File: src/rtl/atax_seq_pkg.sv
// Shared types and helpers for the ATAX stage sequencer.
// Stage selection walks a fixed-width mask upward from a given index.
package atax_seq_pkg;

  typedef enum logic [1:0] {
    S_IDLE   = 2'd0,
    S_LAUNCH = 2'd1,
    S_WAIT   = 2'd2,
    S_DONE   = 2'd3
  } seq_state_t;

  localparam int MAX_STAGES = 8;
  localparam int NO_STAGE   = MAX_STAGES;

  // Lowest set bit strictly above 'from', or NO_STAGE when none is left.
  function automatic int next_enabled(
    input logic [MAX_STAGES-1:0] mask,
    input int                    from
  );
    int r;
    r = NO_STAGE;
    for (int i = MAX_STAGES - 1; i >= 0; i--) begin
      if (i > from && mask[i]) r = i;
    end
    return r;
  endfunction

endpackage

File: src/rtl/atax_stage_sequencer_counter.sv
// Saturating cycle counter used for per-stage and whole-run latency.
// A clear that coincides with an enable loads 1 so that cycle is counted.
module seq_sat_counter #(
  parameter int CNT_W = 32
) (
  input  logic             clk,
  input  logic             rst_n,
  input  logic             clr,
  input  logic             en,
  output logic [CNT_W-1:0] count
);

  logic [CNT_W-1:0] r_count;

  // Clear, then count up and stick at all-ones.
  always_ff @(posedge clk) begin
    if (!rst_n) begin
      r_count <= '0;
    end else if (clr) begin
      r_count <= en ? CNT_W'(1) : '0;
    end else if (en && r_count != '1) begin
      r_count <= r_count + CNT_W'(1);
    end
  end

  assign count = r_count;

endmodule

File: src/rtl/atax_stage_sequencer.sv
// Top-level start/done sequencer for a chain of ap_ctrl_hs stages.
// Launches enabled stages in order and records their latencies.
module atax_stage_sequencer
  import atax_seq_pkg::*;
#(
  parameter int NUM_STAGES = 3,
  parameter int CNT_W      = 32,
  localparam int KW        = $clog2(NUM_STAGES) + 1
) (
  input  logic                        ap_clk,
  input  logic                        ap_rst_n,
  input  logic                        ap_start,
  input  logic [NUM_STAGES-1:0]       stage_mask,
  output logic                        ap_done,
  output logic                        ap_ready,
  output logic                        ap_idle,
  output logic [NUM_STAGES-1:0]       stg_start,
  input  logic [NUM_STAGES-1:0]       stg_ready,
  input  logic [NUM_STAGES-1:0]       stg_done,
  output logic [KW-1:0]               cur_stage,
  output logic [NUM_STAGES*CNT_W-1:0] stage_cycles,
  output logic [CNT_W-1:0]            run_cycles,
  output logic                        proto_err
);

  localparam logic [KW-1:0] NONE = KW'(NUM_STAGES);

  seq_state_t            r_state;
  seq_state_t            w_nstate;
  logic [KW-1:0]         r_k;
  logic [KW-1:0]         w_nk;
  logic [NUM_STAGES-1:0] r_mask;
  logic                  r_perr;

  logic [NUM_STAGES-1:0] w_onehot;
  logic                  w_accept;
  logic                  w_act;
  logic                  w_done_k;
  logic                  w_rdy_k;
  logic                  w_viol;
  int                    w_first_i;
  int                    w_next_i;
  logic [KW-1:0]         w_first;
  logic [KW-1:0]         w_next;

  assign w_first_i = next_enabled(MAX_STAGES'(stage_mask), -1);
  assign w_next_i  = next_enabled(MAX_STAGES'(r_mask), int'(r_k));
  assign w_first   = (w_first_i >= NUM_STAGES) ? NONE : KW'(w_first_i);
  assign w_next    = (w_next_i >= NUM_STAGES) ? NONE : KW'(w_next_i);

  // Shifting by NONE pushes the bit out, so no stage is selected.
  assign w_onehot = NUM_STAGES'(1) << r_k;
  assign w_accept = (r_state == S_IDLE) && ap_start;
  assign w_act    = (r_state == S_LAUNCH) || (r_state == S_WAIT);
  assign w_done_k = |(stg_done & w_onehot);
  assign w_rdy_k  = |(stg_ready & w_onehot);
  assign w_viol   = (w_act && |((stg_done | stg_ready) & ~w_onehot))
                  || (!w_act && |stg_done);

  // State register.
  always_ff @(posedge ap_clk) begin
    if (!ap_rst_n) r_state <= S_IDLE;
    else           r_state <= w_nstate;
  end

  // Next state and next active stage; done always wins over ready.
  always_comb begin
    w_nstate = r_state;
    w_nk     = r_k;
    unique case (r_state)
      S_IDLE: begin
        if (ap_start) begin
          w_nk     = w_first;
          w_nstate = (w_first == NONE) ? S_DONE : S_LAUNCH;
        end
      end
      S_LAUNCH: begin
        if (w_done_k) begin
          w_nk     = w_next;
          w_nstate = (w_next == NONE) ? S_DONE : S_LAUNCH;
        end else if (w_rdy_k) begin
          w_nstate = S_WAIT;
        end
      end
      S_WAIT: begin
        if (w_done_k) begin
          w_nk     = w_next;
          w_nstate = (w_next == NONE) ? S_DONE : S_LAUNCH;
        end
      end
      S_DONE: w_nstate = S_IDLE;
      default: w_nstate = S_IDLE;
    endcase
  end

  // Active stage index, latched mask and sticky protocol flag.
  always_ff @(posedge ap_clk) begin
    if (!ap_rst_n) begin
      r_k    <= NONE;
      r_mask <= '0;
      r_perr <= 1'b0;
    end else begin
      r_k    <= w_nk;
      if (w_accept) r_mask <= stage_mask;
      r_perr <= (r_perr && !w_accept) || w_viol;
    end
  end

  // Handshake outputs decode straight from the state register.
  always_comb begin
    ap_idle   = (r_state == S_IDLE);
    ap_done   = (r_state == S_DONE);
    ap_ready  = (r_state == S_DONE);
    stg_start = (r_state == S_LAUNCH) ? w_onehot : '0;
  end

  for (genvar g = 0; g < NUM_STAGES; g++) begin : g_stg
    seq_sat_counter #(.CNT_W(CNT_W)) u_cnt (
      .clk   (ap_clk),
      .rst_n (ap_rst_n),
      .clr   (w_accept),
      .en    (w_act && w_onehot[g]),
      .count (stage_cycles[g*CNT_W +: CNT_W])
    );
  end

  seq_sat_counter #(.CNT_W(CNT_W)) u_run (
    .clk   (ap_clk),
    .rst_n (ap_rst_n),
    .clr   (w_accept),
    .en    (w_accept || (r_state != S_IDLE)),
    .count (run_cycles)
  );

  assign cur_stage = r_k;
  assign proto_err = r_perr;

endmodule

File: config.mk
export PLATFORM = sky130hd
export DESIGN_NAME = atax_stage_sequencer
export DESIGN_NICKNAME = d
export VERILOG_FILES = /design/src/rtl/atax_seq_pkg.sv /design/src/rtl/atax_stage_sequencer_counter.sv /design/src/rtl/atax_stage_sequencer.sv
export SDC_FILE = /design/constraint.sdc
export NUM_CORES = 1
export LEC_CHECK = 0
export ABC_CLOCK_PERIOD_IN_PS = 4500
export CAP_MARGIN = 40
export CORE_ASPECT_RATIO = 1.5
export CORE_MARGIN = 2
export CORE_UTILIZATION = 56
export DETAILED_ROUTE_END_ITERATION = 10
export PLACE_DENSITY = 0.87
export SLEW_MARGIN = 20
export SYNTH_ARGS = -nofsm -noshare
export SYNTH_HDL_FRONTEND = slang
export SYNTH_SLANG_ARGS = --single-unit
File: constraint.sdc
create_clock -name ap_clk -period 4.5 [get_ports ap_clk]
set_input_delay 1.125 -clock ap_clk [delete_from_list [all_inputs] [get_ports ap_clk]]
set_output_delay 1.125 -clock ap_clk [all_outputs]
set_load 0.02 [all_outputs]
==> impl.org, run 1 <==
** Timing
- Rel. slew slack :: a little under 40%
- The final count of hold timing violations came to 0.
- The final critical path takes up roughly three quarters of the cycle.
- Achievable clock frequency :: 298 MHz
- Setup repair after global routing left no endpoint under its margin.
- The worst path in the final design needs a cycle of 3.35 ns, including I/O delays and setup.
- Slew of the pin with the lowest slew margin :: roughly 0.92 ns
- Pins Over Slew Limit :: 0
- Setup clock skew after layout :: between 0.006 and 0.007 ns
- Setup Total Neg Slack :: 0 ns
- Across all setup checks in the final design, the least slack found is about 1.1 ns.
- Number of failing setup endpoints in the final timing report :: 0

** Synthesis
- EDFF count, synth :: 0
- Of the post-synthesis cell area, the dominant cell type holds 37.2%.
- In this run, synthesis produced a sequential element count of 135.
- Among all flip-flop cells after synthesis, the most frequent one is dfxtp_1.
- Of the synthesized area, sequential elements account for 37.2%.
- Post-synthesis cell area :: 7260 sq um
- For this run, the number of Yosys warnings is 0.
- Avg Synthesized Cell Area :: a little over 8 sq um
- Synth Instances :: about 900
- After synthesis, the share of flip-flops with an asynchronous set or reset is 0%.
- The number of nets in the synthesized netlist is 920.
- Ranking of synthesized cells by area :: dfxtp_1 (37%), a21oi_1 (5.3%), nand2_1 (4.4%)
- Count of distinct cell types in the synthesized netlist :: 67
- The biggest area contributor in the post-synthesis netlist is dfxtp_1.

** Cells and area
- Synthesis-to-finish area growth :: 30.1%
- Multi-input combinational cell area :: 4280 sq um
- Number of antenna cells inserted :: 0
- Number of inserted filler cells in the final layout :: about 970
- Sequential Area :: 2700 sq um
- After the last flow step, the layout net total stands at between 1,000 and 1,500.
- Share of layout cells above drive strength 1 :: 6.40%

** Global route
- The number of antenna violations at the first check in global routing was 0.
- All-Layer GR Usage :: between 20% and 30%
- Remaining global-route overflow :: 0
- The number of global-route vias before repair is approximately 7,000.
- Largest net degree at the start of global routing :: 68
- First-pass GRT wire length :: roughly 33,000 microns

** Floorplanning
- Placeable core region :: roughly 13,000 sq um
- The die covers ~14,000 sq um.
- Once the floorplan was initialized, standard cells occupied 56.6% of the core.
- Die height :: 143 microns
- In this run the core area contains between 50 and 60 standard-cell rows.
- # IOs :: 150
- The floorplan step set the die width to 97.0 microns.

** Placed design
- Before CTS, the worst setup slack after placement is 1.09 ns.
- Global placer's final weighted congestion :: 0.836
- Buffers placed on the I/O ports in this run total ~150.
- Post-DP HPWL :: roughly 14,000 microns

** Run
- Across the run, the number of max-cap violations was 0.

** Drt
- Final Routed Wirelength :: 20,200 microns
- Residual antenna-violating net count after detailed routing :: 0
- Number of detailed-route iterations in the first pass :: 5
- The detailed router placed 7,629 vias in this run.
- Final routed DRC violation total :: 0
- Routed WL per cell :: 16.8 microns
- DRC marker count from the first detailed-route iteration :: ~520
- Dividing the detail-routed via count by the number of cells gives roughly 6.3.

** Clocking
- Clock-pin transition on the worst setup and hold timing paths :: 0.06 ns
- Post-CTS Setup Repair Bufs :: 0
- The H-tree was split into 4 levels.
- The clock drives 135 sinks.
- Clock tree from TritonCTS :: yes
- No sink is reached through more buffers than the 2 on the longest clock path.
- Count of cells resized by post-cts repair :: 0
- Clk Latency, worst-skew pair :: 0.41 ns
- Cts-stage hold buffer count :: 0
- Buffers inserted during clock tree synthesis total 17.
- The root buffer cell chosen for the clock tree is clkbuf_16.

** Setup path
- Along the worst path, the maximum fanout reaches 15.
- Type of the worst setup path :: flop to output port
- The worst register-to-register path has a setup slack of 1.32 ns.
- WP data required :: 3.38 ns
- Crit-path leading delay family :: flip-flops
- Cells along the critical path :: nor2b_1 -> and2_1 -> clkdlybuf4s50_1
- For this run, the slowest stage of the critical path takes roughly 0.65 ns.
- The worst setup path is launched from a flop.
- The number of buffers and inverters on the critical path is 1.
- Endpoint class of the critical path :: output port
- Crit-path slowest cell :: dfxtp_1
- At the worst endpoint, the arrival time is 2.23 ns.

** Power and ir drop
- Static leakage power :: 2.86 nW
- Summing internal, switching and leakage power gives 3.37 mW.
- Power per standard cell area :: about 360 nW/um^2
- Worst ir drop on vdd :: 344 uV

** Hold path
- Min-delay worst type :: flop to flop

** Status
- The run finished with clean final reports.
[final cells by class]
cell class,instances,share of cell area [%]
Multi-Input combinational cell,691,45.2
Clock buffer,21,4.98
Tap cell,159,2.10
Clock inverter,11,1.30
Timing Repair Buffer,159,16.6
Inverter,30,1.19
Sequential cell,135,28.6
[layout by cell type, fill, tap and decap left out, drive strengths merged, types with 25 or more instances in the layout]
cell type      synthesis  routed
nand4                 44      44
o21ai                 36      36
clkdlybuf4s50          0     148
o31ai                 25      25
nand2                 86      86
a21oi                 77      77
or4                   30      30
nor2                  74      74
nand3                 46      46
nor4                  26      26
or3                   43      43
inv                   30      31
xnor2                 35      35
dfxtp                135     135
[synthesized netlist by cell type (all sizes together) (6+ instances only)]
cell	n
nand4	44
a21oi	77
or4	30
nand2	86
ha	9
and2	6
o31ai	25
or3	43
o21ai	36
o211ai	13
dfxtp	135
buf	14
nor4	26
nor2	74
a211oi	13
and3	9
a2111oi	10
xnor2	35
and4	18
nand3	46
mux2i	8
a31o	8
nor3	13
clkbuf	29
inv	30
[metrics by stage]
step / hold WS [ns] / utilization (%) / cells / cell area (sq um)
floorplan: 0.432 / - / 899 / 7260
global placement: 0.448 / 68.9 / 1171 / 8830
detailed placement: 0.456 / 69.0 / 1173 / 8850
CTS: 0.463 / 73.7 / 1205 / 9450
global route: 0.486 / 73.7 / 1206 / 9450
finish: 0.464 / 73.7 / 1206 / 9450
[path summary, 6_finish.rpt]
check / cells after the start / end / start
max reg2reg: 7 / g_stg[2].u_cnt.count[27] / r_state[1]
min reg2reg: 2 / r_mask[1] / r_mask[1]
min: 2 / r_mask[1] / r_mask[1]
max: 3 / stg_start[2] / cur_stage[1]
[power breakdown]
part / switching [mW] / internal, mW
sequential: 0.0574 / 1.23
combinational: 0.452 / 0.231
clock: 0.536 / 0.859
[per-layer routing]
| metal | global-route usage [%] | part of all wire, % | wire length [microns] | up-vias |
|---|---|---|---|---|
| li1 | - | - | - | 3677 |
| met1 | 33.8 | 40 | 8030 | 3572 |
| met2 | 48.9 | 51 | 10200 | 322 |
| met3 | 5.40 | 6.7 | 1350 | 58 |
| met4 | 12.8 | 3.1 | 635 | 0 |
| met5 | 0 | 0 | 0 | - |
[worst register-to-register path, stage by stage, from the launching register on]
cell,delay [ns]
dfxtp_1,0.40
inv_1,0.10
ha_1,0.52
nand3b_1,0.43
or4_1,0.61
a211o_1,0.39
or4_1,0.50
a21oi_1,0.14
[flip-flops by register name, summed over array words and instances (netlist names)]
signal	count
u_run.count	32
r_state	2
g_stg.u_cnt.count	96
proto_err	1
cur_stage	2
r_mask	2
[logic make-up after synthesis]
logic type / count (synthesis) / share of synthesized area (%)
adder cells (fa/ha/maj): 9 / 1.55
buffers and inverters: 73 / 4.20
other: 1 / 0.0516
AO/OA/AOI/OAI: 218 / 19.9
AND/OR/NAND/NOR: 416 / 31.3
multiplexers: 8 / 1.10
flip-flops: 135 / 37.2
XOR/XNOR: 39 / 4.70
Power figures use the tool's default switching activity.
==> inputs of run 2 (changes only) <==
--- a/config.mk
+++ b/config.mk
@@ -5,13 +5,13 @@
 export SDC_FILE = /design/constraint.sdc
 export NUM_CORES = 1
 export LEC_CHECK = 0
-export ABC_CLOCK_PERIOD_IN_PS = 4500
+export ABC_CLOCK_PERIOD_IN_PS = 3100
 export CAP_MARGIN = 40
 export CORE_ASPECT_RATIO = 1.5
 export CORE_MARGIN = 2
-export CORE_UTILIZATION = 56
+export CORE_UTILIZATION = 52
 export DETAILED_ROUTE_END_ITERATION = 10
-export PLACE_DENSITY = 0.87
+export PLACE_DENSITY = 0.82
 export SLEW_MARGIN = 20
 export SYNTH_ARGS = -nofsm -noshare
 export SYNTH_HDL_FRONTEND = slang
==> constraint.sdc (replaced) <==
create_clock -name ap_clk -period 3.1 [get_ports ap_clk]
set_input_delay 0.775 -clock ap_clk [delete_from_list [all_inputs] [get_ports ap_clk]]
set_output_delay 0.775 -clock ap_clk [all_outputs]
set_load 0.02 [all_outputs]
==> run 2 against run 1 <==
Effect of this change:
- worst hold slack got worse by 0.014 ns
- clock power rose by 66%
- sequential share of layout area is 0.70 points lower
- critical path depth stayed put
- worst setup slack got worse by 0.92 ns
- via count rose by 0.90%
- utilization is 2.4 points lower
- combinational power up 65%
- first-iteration DRC count down 36%
- wire length is 2.3% higher
- non-clock buffer count increased by 19
- final area increased by 2.5%
- critical path type unchanged
- largest power group unchanged
==> impl.org, run 2 (synthesized netlist as in run 1, its figures left out) <==
** Status
- Result of the run :: finished, final reports clean (unchanged)

** Clocking
- Clock tree from TritonCTS :: yes (unchanged)
- Count of cells resized by post-cts repair :: 0 (unchanged)
- The total clock buffers created by CTS was 17 (unchanged).
- The clock-pin slew of the registers on the worst-case setup and hold paths is 0.06 ns (about the same).
- Cts-stage hold buffer count :: 0 (unchanged)
- The clock insertion delay at the later pin of the skew report came to 0.42 ns (was 0.41 ns).
- The post-CTS setup buffer count was 0 (unchanged).
- The clock sink count is 135 (unchanged).
- Maximum count of clock buffers along a single path :: 2 (unchanged)
- Clock Tree Root :: clkbuf_16 (unchanged)
- H-tree depth reported by CTS :: 4 (unchanged)

** Floorplanning
- The number of rows in the core area was 52 (was 51).
- The area inside the core boundary is 13,600 sq um (was 12,800 sq um).
- The area of the die is 15,000 sq um (was 13,900 sq um).
- The starting density of the core is 53.4% (was 56.6%).
- Chip width :: 101 microns (was 97.0 microns)
- # IOs :: 150 (unchanged)
- The die span in y was 149 microns (was 143 microns).

** Power and ir drop
- The cell internal power dissipation was 3.75 mW (was 2.32 mW).
- The fraction of power consumed by the clock network is 43.7% (was 41.5%).
- The part of the power in combinational logic was 21.3% (was 20.3%).
- The peak supply drop is 473 uV (was 344 uV).
- The total power consumption of the routed design is 5.32 mW (was 3.37 mW).
- Switching power :: 1.57 mW (was 1.05 mW)
- The sequential group share of total power was 35.0% (was 38.2%).
- Static leakage power :: 3.01 nW (was 2.86 nW)
- The switching power share of the total came to 29.5% (was 31.1%).
- The power density over the cells came to 549 nW/um^2 (was 356 nW/um^2).

** Drt
- The remaining routing DRC violations is 0 (unchanged).
- The count of nets left with antenna violations after detail routing is 0 (unchanged).
- The number of detailed-routing iterations run before antenna repair came to 6 (was 5).
- DRC marker count from the first detailed-route iteration :: 331 (was 517)
- Routed WL per cell :: 16.9 microns (was 16.8 microns)
- Per-cell via count in the routed design :: 6.27 (was 6.33)
- The routed via count was 7,698 (was 7,629).
- The sum of routed wire length over all layers came to 20,700 microns (was 20,200 microns).

** Timing
- Of the available clock period, the critical path in the final layout requires between 90 and 100%.
- Setup repair after global routing missed its margin :: false (unchanged)
- Achievable clock frequency :: roughly 350 MHz
- Post-route setup slack :: 0.231 ns (was 1.15 ns)
- The slew at the pin with the worst max-slew slack was 0.768 ns (was 0.917 ns).
- The routed design could run at a clock period as short as approximately 2.9 ns.
- Rel. slew slack :: 48.4% (was 38.5%)
- The final count of hold timing violations is 0 (unchanged).
- The count of final max-slew check failures was 0 (unchanged).
- The worst clock skew on the final layout is 0.00973 ns (was 0.00663 ns).
- The sum of negative setup slack is 0 ns (unchanged).
- The total of endpoints with negative setup slack in the final report is 0 (unchanged).

** Placed design
- Post-DP HPWL :: 14,500 microns (was 13,900 microns)
- Worst-case setup slack after placement :: 0.523 ns (was 1.09 ns)
- Total of buffers placed on input and output ports :: 148 (unchanged)
- The placer congestion estimate is 0.846 (was 0.836).

** Cells and area
- The final core area utilization was 71.3% (was 73.7%).
- The combined flip-flop and latch cell area was 2700 sq um (unchanged).
- Leading cell types in the layout, fill and taps excluded: clkdlybuf4s50_1 (148), dfxtp_1 (135), nand2_1 (85), a21oi_1 (77), nor2_1 (73) (unchanged).
- The number of flip-flops in the largest register is 96 (unchanged).
- Number of inserted filler cells in the final layout :: 1,067 (was 966)
- Share of layout cells above drive strength 1 :: 8.08% (was 6.40%)
- Most common cell after layout, fill and taps aside :: clkdlybuf4s50_1 (unchanged)
- Multi-input combinational cell area :: 4280 sq um (unchanged)
- Number of antenna cells inserted :: 0 (unchanged)
- Final net count :: 1,074 (was 1,055)
- Synthesis-to-finish area growth :: 33.4% (was 30.1%)

** Global route
- The total global-route track usage came to 27.7% (was 28.2%).
- First-pass GRT wire length :: 34,300 microns (was 33,000 microns)
- The number of global-route vias before repair was 7,180 (was 6,951).
- The largest net degree at the start of global routing is 36 (was 68).
- Antenna violations before repair :: 0 (unchanged)
- Remaining global-route overflow :: 0 (unchanged)

** Run
- Max Cap Violations :: 0 (unchanged)

** Setup path
- Crit start category :: flop (unchanged)
- The data arrival time of the critical path is 2.09 ns (was 2.23 ns).
- The required time of the critical path came to 2.32 ns (was 3.38 ns).
- The maximum fanout along the worst path came to 15 (unchanged).
- Endpoint class of the critical path :: output port (unchanged)
- Type of the worst setup path :: flop to output port (unchanged)

** Hold path
- Min-delay worst type :: flop to flop (unchanged)
==> run 2: changes by cell type in the layout (fill, tap and decap cells not counted), sizes merged <==
cell | previous run | this run
bufinv | 2 | 6
clkinv | 4 | 5
clkbuf | 21 | 19
clkinvlp | 4 | 1
buf | 11 | 30
inv | 31 | 30
==> run 2: final cells by class <==
class / count / share of cell area [%]
Inverter: 30 / 1.16
Clock inverter: 12 / 2.31
Timing Repair Buffer: 178 / 17.7
Multi-Input combinational cell: 691 / 44.1
Sequential cell: 135 / 27.9
Tap cell: 162 / 2.09
Clock buffer: 19 / 4.67
==> run 2: worst paths after layout <==
kind,startpoint,endpoint,cells after the start,slack [ns]
worst min register to register,r_mask[1],r_mask[1],2,0.45
worst max-delay path,cur_stage[1],stg_start[2],3,0.23
worst min-delay path,r_mask[1],r_mask[1],2,0.45
worst max register to register,r_state[0],g_stg[2].u_cnt.count[28],8,0.45
==> run 2: critical path, cell delays in order, from the launching register on <==
cell	delay, ns
dfxtp_1	0.65
nor2b_1	0.25
and2_1	0.14
clkdlybuf4s50_1	0.64
==> run 2: routing by layer <==
layer	up-vias	track usage [%]	wire (microns)
met1	3698	32.8	8310
met5	-	0	0
met2	262	48.8	10800
met3	44	5.44	1180
met4	0	10.6	431
li1	3694	-	-
==> run 2: stage by stage <==
step	cell area (sq um)	hold WS [ns]	std cells
detailed placement	9010	0.444	1196
finish	9690	0.450	1227
floorplan	7260	0.432	899
CTS	9690	0.451	1227
global placement	9010	0.437	1196
global route	9690	0.476	1227
==> run 2: power by group through the flow <==
stage | Clock, mW | Combinational [mW] | Sequential (mW)
2_1_floorplan | 0 | 0.673 | 1.90
3_3_place_gp | 0 | 1.09 | 1.89
3_5_place_dp | 0 | 1.11 | 1.90
4_1_cts | 2.34 | 1.12 | 1.86
5_1_grt | 2.41 | 1.23 | 1.87
6_report | 2.33 | 1.13 | 1.86
==> inputs of run 3 (changes only) <==
--- a/config.mk
+++ b/config.mk
@@ -12,7 +12,6 @@
 export CORE_UTILIZATION = 52
 export DETAILED_ROUTE_END_ITERATION = 10
 export PLACE_DENSITY = 0.82
-export SLEW_MARGIN = 20
 export SYNTH_ARGS = -nofsm -noshare
 export SYNTH_HDL_FRONTEND = slang
 export SYNTH_SLANG_ARGS = --single-unit
==> results of run 3 <==
Final layout, timing and power as in run 2 (identical DEF).
